[src/rtl/mips_ctrl_pkg.sv]
// mips_ctrl_pkg: state codes, opcodes, ALU op encodings and control word shared by the multicycle controller and datapath.
package mips_ctrl_pkg;

    typedef enum logic [3:0] {
        S_IDLE    = 4'd0,
        S_FETCH   = 4'd1,
        S_DECODE  = 4'd2,
        S_MEMADR  = 4'd3,
        S_MEMRD   = 4'd4,
        S_MEMWB   = 4'd5,
        S_MEMWR   = 4'd6,
        S_EXECUTE = 4'd7,
        S_ALUWB   = 4'd8,
        S_BRANCH  = 4'd9,
        S_ADDIEX  = 4'd10,
        S_ADDIWB  = 4'd11,
        S_JUMP    = 4'd12
    } state_t;

    localparam logic [5:0] OP_LB    = 6'b100000;
    localparam logic [5:0] OP_SB    = 6'b101000;
    localparam logic [5:0] OP_RTYPE = 6'b000000;
    localparam logic [5:0] OP_BEQ   = 6'b000100;
    localparam logic [5:0] OP_ADDI  = 6'b001000;
    localparam logic [5:0] OP_J     = 6'b000010;

    localparam logic [1:0] ALUOP_ADD   = 2'b00;
    localparam logic [1:0] ALUOP_SUB   = 2'b01;
    localparam logic [1:0] ALUOP_FUNCT = 2'b10;

    typedef struct packed {
        logic       pcwrite;
        logic       branch;
        logic       irwrite;
        logic       regwrite;
        logic       memwrite;
        logic       iord;
        logic       alusrca;
        logic       regdst;
        logic       memtoreg;
        logic       illegal_op;
        logic [1:0] alusrcb;
        logic [1:0] pcsrc;
        logic [1:0] aluop;
    } ctrl_t;

    function automatic logic op_legal(input logic [5:0] op);
        return op inside {OP_LB, OP_SB, OP_RTYPE, OP_BEQ, OP_ADDI, OP_J};
    endfunction

endpackage

[src/rtl/mc_outdec.sv]
// mc_outdec: combinational state-to-control-word decode for the multicycle controller.
module mc_outdec
    import mips_ctrl_pkg::*;
(
    input  state_t     i_state,
    input  logic [5:0] i_op,
    input  logic       i_mem_ready,
    output ctrl_t      o_ctrl
);

    always_comb begin
        o_ctrl = '0;
        case (i_state)
            S_FETCH: begin
                o_ctrl.alusrcb = 2'b01;
                o_ctrl.aluop   = ALUOP_ADD;
                o_ctrl.irwrite = i_mem_ready;
                o_ctrl.pcwrite = i_mem_ready;
            end
            S_DECODE: begin
                o_ctrl.alusrcb    = 2'b11;
                o_ctrl.aluop      = ALUOP_ADD;
                o_ctrl.illegal_op = !op_legal(i_op);
            end
            S_MEMADR, S_ADDIEX: begin
                o_ctrl.alusrca = 1'b1;
                o_ctrl.alusrcb = 2'b10;
                o_ctrl.aluop   = ALUOP_ADD;
            end
            S_MEMRD: o_ctrl.iord = 1'b1;
            S_MEMWB: begin
                o_ctrl.memtoreg = 1'b1;
                o_ctrl.regwrite = 1'b1;
            end
            S_MEMWR: begin
                o_ctrl.iord     = 1'b1;
                o_ctrl.memwrite = 1'b1;
            end
            S_EXECUTE: begin
                o_ctrl.alusrca = 1'b1;
                o_ctrl.aluop   = ALUOP_FUNCT;
            end
            S_ALUWB: begin
                o_ctrl.regdst   = 1'b1;
                o_ctrl.regwrite = 1'b1;
            end
            S_BRANCH: begin
                o_ctrl.alusrca = 1'b1;
                o_ctrl.aluop   = ALUOP_SUB;
                o_ctrl.pcsrc   = 2'b01;
                o_ctrl.branch  = 1'b1;
            end
            S_ADDIWB: o_ctrl.regwrite = 1'b1;
            S_JUMP: begin
                o_ctrl.pcsrc   = 2'b10;
                o_ctrl.pcwrite = 1'b1;
            end
            default: o_ctrl = '0;
        endcase
    end

endmodule

[src/rtl/mc_controller.sv]
// mc_controller: multicycle MIPS Moore control FSM with shared-memory wait states.
module mc_controller
    import mips_ctrl_pkg::*;
(
    input  logic       clk,
    input  logic       reset_n,
    input  logic [5:0] op,
    input  logic       zero,
    input  logic       mem_ready,
    output logic       pcen,
    output logic       irwrite,
    output logic       regwrite,
    output logic       memwrite,
    output logic       iord,
    output logic       alusrca,
    output logic       regdst,
    output logic       memtoreg,
    output logic [1:0] alusrcb,
    output logic [1:0] pcsrc,
    output logic [1:0] aluop,
    output logic [3:0] state,
    output logic       illegal_op
);

    state_t r_state;
    ctrl_t  w_ctrl;

    always_ff @(posedge clk or negedge reset_n) begin
        if (!reset_n) r_state <= S_IDLE;
        else begin
            case (r_state)
                S_IDLE:    r_state <= S_FETCH;
                S_FETCH:   if (mem_ready) r_state <= S_DECODE;
                S_DECODE: begin
                    case (op)
                        OP_LB, OP_SB: r_state <= S_MEMADR;
                        OP_RTYPE:     r_state <= S_EXECUTE;
                        OP_BEQ:       r_state <= S_BRANCH;
                        OP_ADDI:      r_state <= S_ADDIEX;
                        OP_J:         r_state <= S_JUMP;
                        default:      r_state <= S_FETCH;
                    endcase
                end
                S_MEMADR:  r_state <= (op == OP_SB) ? S_MEMWR : S_MEMRD;
                S_MEMRD:   if (mem_ready) r_state <= S_MEMWB;
                S_MEMWR:   if (mem_ready) r_state <= S_FETCH;
                S_EXECUTE: r_state <= S_ALUWB;
                S_ADDIEX:  r_state <= S_ADDIWB;
                default:   r_state <= S_FETCH;
            endcase
        end
    end

    mc_outdec u_outdec (
        .i_state     (r_state),
        .i_op        (op),
        .i_mem_ready (mem_ready),
        .o_ctrl      (w_ctrl)
    );

    // Branch resolves against the live zero flag so a taken beq updates PC this cycle.
    assign pcen       = w_ctrl.pcwrite | (w_ctrl.branch & zero);
    assign irwrite    = w_ctrl.irwrite;
    assign regwrite   = w_ctrl.regwrite;
    assign memwrite   = w_ctrl.memwrite;
    assign iord       = w_ctrl.iord;
    assign alusrca    = w_ctrl.alusrca;
    assign regdst     = w_ctrl.regdst;
    assign memtoreg   = w_ctrl.memtoreg;
    assign alusrcb    = w_ctrl.alusrcb;
    assign pcsrc      = w_ctrl.pcsrc;
    assign aluop      = w_ctrl.aluop;
    assign illegal_op = w_ctrl.illegal_op;
    assign state      = r_state;

endmodule

[config.mk]
export PLATFORM = sky130hd
export DESIGN_NAME = mc_controller
export DESIGN_NICKNAME = d
export VERILOG_FILES = /design/src/rtl/mips_ctrl_pkg.sv /design/src/rtl/mc_outdec.sv /design/src/rtl/mc_controller.sv
export SDC_FILE = /design/constraint.sdc
export NUM_CORES = 1
export LEC_CHECK = 0
export BUFFER_PORTS_ARGS = -buffer_cell sky130_fd_sc_hd__buf_2
export CAP_MARGIN = 10
export CELL_PAD_IN_SITES_DETAIL_PLACEMENT = 1
export CELL_PAD_IN_SITES_GLOBAL_PLACEMENT = 1
export CORE_MARGIN = 8
export CORE_UTILIZATION = 31
export CTS_CLUSTER_DIAMETER = 150
export DETAILED_ROUTE_END_ITERATION = 6
export GPL_TIMING_DRIVEN = 1
export PLACE_DENSITY = 0.82
export SYNTH_ARGS = -nofsm -noshare
export SYNTH_HDL_FRONTEND = slang
export SYNTH_SLANG_ARGS = --single-unit
[constraint.sdc]
create_clock -name clk -period 2.7 [get_ports clk]
set_input_delay 0.54 -clock clk [delete_from_list [all_inputs] [get_ports clk]]
set_output_delay 0.54 -clock clk [all_outputs]
set_load 0.005 [all_outputs]
==> flow_summary.html <==
<table>
<tr><th>Metric</th><th>Value</th></tr>
<tr><th colspan="2">Synth</th></tr>
<tr><td>Number of nets in the synthesized netlist</td><td>79</td></tr>
<tr><td>Count of flip-flops with a built-in enable after synthesis</td><td>0</td></tr>
<tr><td>Cell count after synthesis</td><td>69</td></tr>
<tr><td>Distinct cell type count of the synthesized netlist</td><td>34</td></tr>
<tr><td>Most common flop cell mapped by yosys</td><td>sky130_fd_sc_hd__dfrtp_1</td></tr>
<tr><td>YS warnings</td><td>0</td></tr>
<tr><td>Cells taking the most area after synthesis</td><td>sky130_fd_sc_hd__dfrtp_1, sky130_fd_sc_hd__nor2_1, sky130_fd_sc_hd__nand2b_1</td></tr>
<tr><td>Mean instance size in the synthesized netlist</td><td>7.51 sq um</td></tr>
<tr><td>Sequential area share after synthesis</td><td>19.3%</td></tr>
<tr><td>Synth Cell Area</td><td>518 sq um</td></tr>
<tr><td>Post-synthesis sequential element count</td><td>4</td></tr>
<tr><td>Most numerous cell in the Yosys netlist</td><td>sky130_fd_sc_hd__nor2_1</td></tr>
<tr><td>Post-synthesis cell type with the largest combined area</td><td>sky130_fd_sc_hd__dfrtp_1</td></tr>
<tr><td>Cell types with the highest counts after synthesis</td><td>sky130_fd_sc_hd__nor2_1, sky130_fd_sc_hd__dfrtp_1, sky130_fd_sc_hd__nand2_1, sky130_fd_sc_hd__nand2b_1</td></tr>
<tr><td>Area share of the largest cell type after synthesis</td><td>19.3%</td></tr>
<tr><td>Async set or reset register ratio after synthesis</td><td>100%</td></tr>
<tr><th colspan="2">Drt</th></tr>
<tr><td>Violation count after the first detailed-routing iteration</td><td>15</td></tr>
<tr><td>Highest routed layer</td><td>met3</td></tr>
<tr><td>Total iterations of the first detailed-routing run</td><td>4</td></tr>
<tr><td>Met2 routed wirelength</td><td>793 um</td></tr>
<tr><td>Number of remaining DRC errors</td><td>0</td></tr>
<tr><td>Met3 routed wirelength</td><td>141 um</td></tr>
<tr><td>Total Routed Length</td><td>1690 um</td></tr>
<tr><td>Average wire per cell in the routed design</td><td>15.4 um</td></tr>
<tr><td>Avg Vias per Cell</td><td>5.45</td></tr>
<tr><td>Metal-1 WL</td><td>755 um</td></tr>
<tr><td>Count of nets left with antenna violations after detail routing</td><td>0</td></tr>
<tr><td>Detailed-route via count</td><td>600</td></tr>
<tr><th colspan="2">Critical path</th></tr>
<tr><td>Flop2flop setup slack</td><td>1.26 ns</td></tr>
<tr><td>Cell depth of the worst flop-to-flop path</td><td>3</td></tr>
<tr><td>Type of the setup path with the least slack</td><td>flip-flop to primary output</td></tr>
<tr><td>Launching point of the worst reg2reg path</td><td>state[1]</td></tr>
<tr><td>CP startpoint kind</td><td>flip-flop</td></tr>
<tr><td>Max FO, Critical Path</td><td>12</td></tr>
<tr><td>Crit Reg-Reg Endpoint</td><td>state[0]</td></tr>
<tr><td>Worst endpoint required time</td><td>2.16 ns</td></tr>
<tr><td>Crit path capture type</td><td>primary output</td></tr>
<tr><td>Data arrival, critical path</td><td>1.70 ns</td></tr>
<tr><th colspan="2">Power and ir drop</th></tr>
<tr><td>Peak ir drop on the vdd network</td><td>283 uV</td></tr>
<tr><td>Power density relative to cell area</td><td>889 mW/mm^2</td></tr>
<tr><td>Standby leakage power</td><td>0.336 nW</td></tr>
<tr><td>Post-route total power</td><td>583 uW</td></tr>
<tr><th colspan="2">Clocking</th></tr>
<tr><td>Clock tree sinks</td><td>4</td></tr>
<tr><td>CTS buffer count</td><td>3</td></tr>
<tr><td>CTS Root Cell</td><td>sky130_fd_sc_hd__clkbuf_4</td></tr>
<tr><td>Number of buffers inserted by hold repair at cts</td><td>0</td></tr>
<tr><td>CTS H-Tree Depth</td><td>1</td></tr>
<tr><td>Post-cts sizing count</td><td>0</td></tr>
<tr><td>Clock latency on the worst-skew pair</td><td>0.24 ns</td></tr>
<tr><td>Clock slew at the register clock pins of the worst setup and hold paths</td><td>0.04 ns</td></tr>
<tr><td>Clock tree from TritonCTS</td><td>yes</td></tr>
<tr><td>Setup bufs post-CTS</td><td>0</td></tr>
<tr><td>Buffer depth of the longest clock path</td><td>2</td></tr>
<tr><th colspan="2">Placement</th></tr>
<tr><td>Final HPWL DP</td><td>1310 um</td></tr>
<tr><td>Gp weighted congestion</td><td>0.799</td></tr>
<tr><td>Buffers on Ports</td><td>28</td></tr>
<tr><th colspan="2">Final layout</th></tr>
<tr><td>Number of flip-flops under the largest register name</td><td>4</td></tr>
<tr><td>Post-synthesis to final-layout area growth</td><td>26.6%</td></tr>
<tr><td>Fill cells</td><td>221</td></tr>
<tr><td>Post-layout util</td><td>42.5%</td></tr>
<tr><td>Number of antenna cells inserted</td><td>0</td></tr>
<tr><td>Share of layout cells above drive strength 1</td><td>39.4%</td></tr>
<tr><td>Area occupied by multi-input gates</td><td>362 sq um</td></tr>
<tr><td>Sequential standard cell area</td><td>100 sq um</td></tr>
<tr><td>Final nets</td><td>106</td></tr>
<tr><th colspan="2">Timing</th></tr>
<tr><td>Setup repair after global routing missed its margin</td><td>false</td></tr>
<tr><td>Worst clock skew</td><td>0.00470 ns</td></tr>
<tr><td>Total setup violations reported at the end of the flow</td><td>0</td></tr>
<tr><td>Final period util</td><td>83.1%</td></tr>
<tr><td>Highest attainable clock frequency</td><td>0.446 GHz</td></tr>
<tr><td>Worst Tran Pin Value</td><td>0.481 ns</td></tr>
<tr><td>Final critical delay including setup and external delays</td><td>2.24 ns</td></tr>
<tr><td>Number of hold violations in the final report</td><td>0</td></tr>
<tr><td>Slew Limit Fails</td><td>0</td></tr>
<tr><td>Setup TNS</td><td>0 ns</td></tr>
<tr><td>Slew HR</td><td>68.0%</td></tr>
<tr><th colspan="2">Flow run</th></tr>
<tr><td>Number of violations of the max-capacitance limit</td><td>0</td></tr>
<tr><th colspan="2">Floorplan</th></tr>
<tr><td>Die width</td><td>56.9 um</td></tr>
<tr><td>Initial Utilization</td><td>33.6%</td></tr>
<tr><td>Total number of placement rows</td><td>14</td></tr>
<tr><td>Placeable core region</td><td>0.00154 sq mm</td></tr>
<tr><td>DIE AREA</td><td>0.00323 sq mm</td></tr>
<tr><td>Height of the die</td><td>56.9 um</td></tr>
<tr><td>Boundary pin count</td><td>29</td></tr>
<tr><th colspan="2">Global routing</th></tr>
<tr><td>Global router's overall resource usage</td><td>10.1%</td></tr>
<tr><td>Via count of the first global-routing pass</td><td>603</td></tr>
<tr><td>Global-route wire length before repair</td><td>2850 um</td></tr>
<tr><td>Global route overflow</td><td>0</td></tr>
<tr><td>Antenna violations before repair</td><td>0</td></tr>
<tr><td>Pin count of the biggest net entering global routing</td><td>17</td></tr>
<tr><th colspan="2">Min path</th></tr>
<tr><td>Hold Path Class</td><td>input port to async pin</td></tr>
<tr><th colspan="2">Status</th></tr>
<tr><td>Outcome</td><td>finished, final reports clean</td></tr>
</table>
[cell usage in the layout (no fill, tap or decap), drive strengths merged]
master and count:
inv 3, nor2 11, xor2 2, o21a 1
or3 1, o2111ai 1, a31oi 2, mux2 1
a21boi 2, a2111oi 1, nand2b 4, o211ai 1
a21oi 1, o21ai 3, nor3 2, a21bo 1
a31o 1, nor2b 3, buf 28, o22a 1
dfrtp 4, nand4 2, nand3 3, nand2 4
mux2i 2, nand4b 1, clkbuf 3, a21o 2
o22ai 1, or3b 1, or2b 1
[cell type report]
type,count,area share (%)
clock buffer,3,3.44
multi-input combinational,56,55.2
sequential,4,15.3
timing repair buffer,28,21.4
inverter,3,1.72
tap,16,3.05
[where the power goes]
group          total [mW]  internal [mW]  leakage (nW)  switching, mW
clock              0.0755         0.0498        0.0138         0.0257
sequential          0.171         0.0822        0.0509         0.0891
combinational       0.336          0.175         0.271          0.161
total               0.583          0.307         0.336          0.276
[per-layer routing]
| metal | vias up | GRT usage [%] |
|---|---|---|
| li1 | 295 | - |
| met1 | 279 | 12.7 |
| met2 | 26 | 16.5 |
| met3 | 0 | 2.47 |
| met4 | 0 | 3.02 |
| met5 | - | 0 |
[worst max-delay path: stages, from the launching register on]
cell                      delay [ns]
sky130_fd_sc_hd__dfrtp_1        0.56
sky130_fd_sc_hd__or2b_4         0.35
sky130_fd_sc_hd__mux2_2         0.26
sky130_fd_sc_hd__o22ai_1        0.15
sky130_fd_sc_hd__buf_2          0.15
[worst max-delay path by stage]
stage,from,to
floorplan,op[3],illegal_op
global placement,op[3],illegal_op
detailed placement,state[3],alusrca
CTS,state[3],alusrca
global route,state[3],alusrca
finish,state[3],alusrca
[kinds of logic after synthesis]
group / after synthesis / synth area share [%]
AOI/OAI and AO/OA: 18 / 27.1
DFF: 4 / 19.3
and+or+nand+nor: 33 / 33.3
buffers and inverters: 9 / 10.9
muxes: 3 / 6.04
xor gates and xnor gates: 2 / 3.38
[per-stage QoR]
stage | area, sq um | setup WS, ns | hold WS, ns | instances
6_report | 656 | 0.457 | 0.0955 | 110
5_1_grt | 656 | 0.389 | 0.0983 | 110
4_1_cts | 656 | 0.456 | 0.0927 | 110
3_5_place_dp | 633 | 0.710 | 0.345 | 107
3_3_place_gp | 633 | 0.725 | 0.345 | 107
2_1_floorplan | 518 | 0.915 | 0.244 | 69
Power figures use the tool's default switching activity.
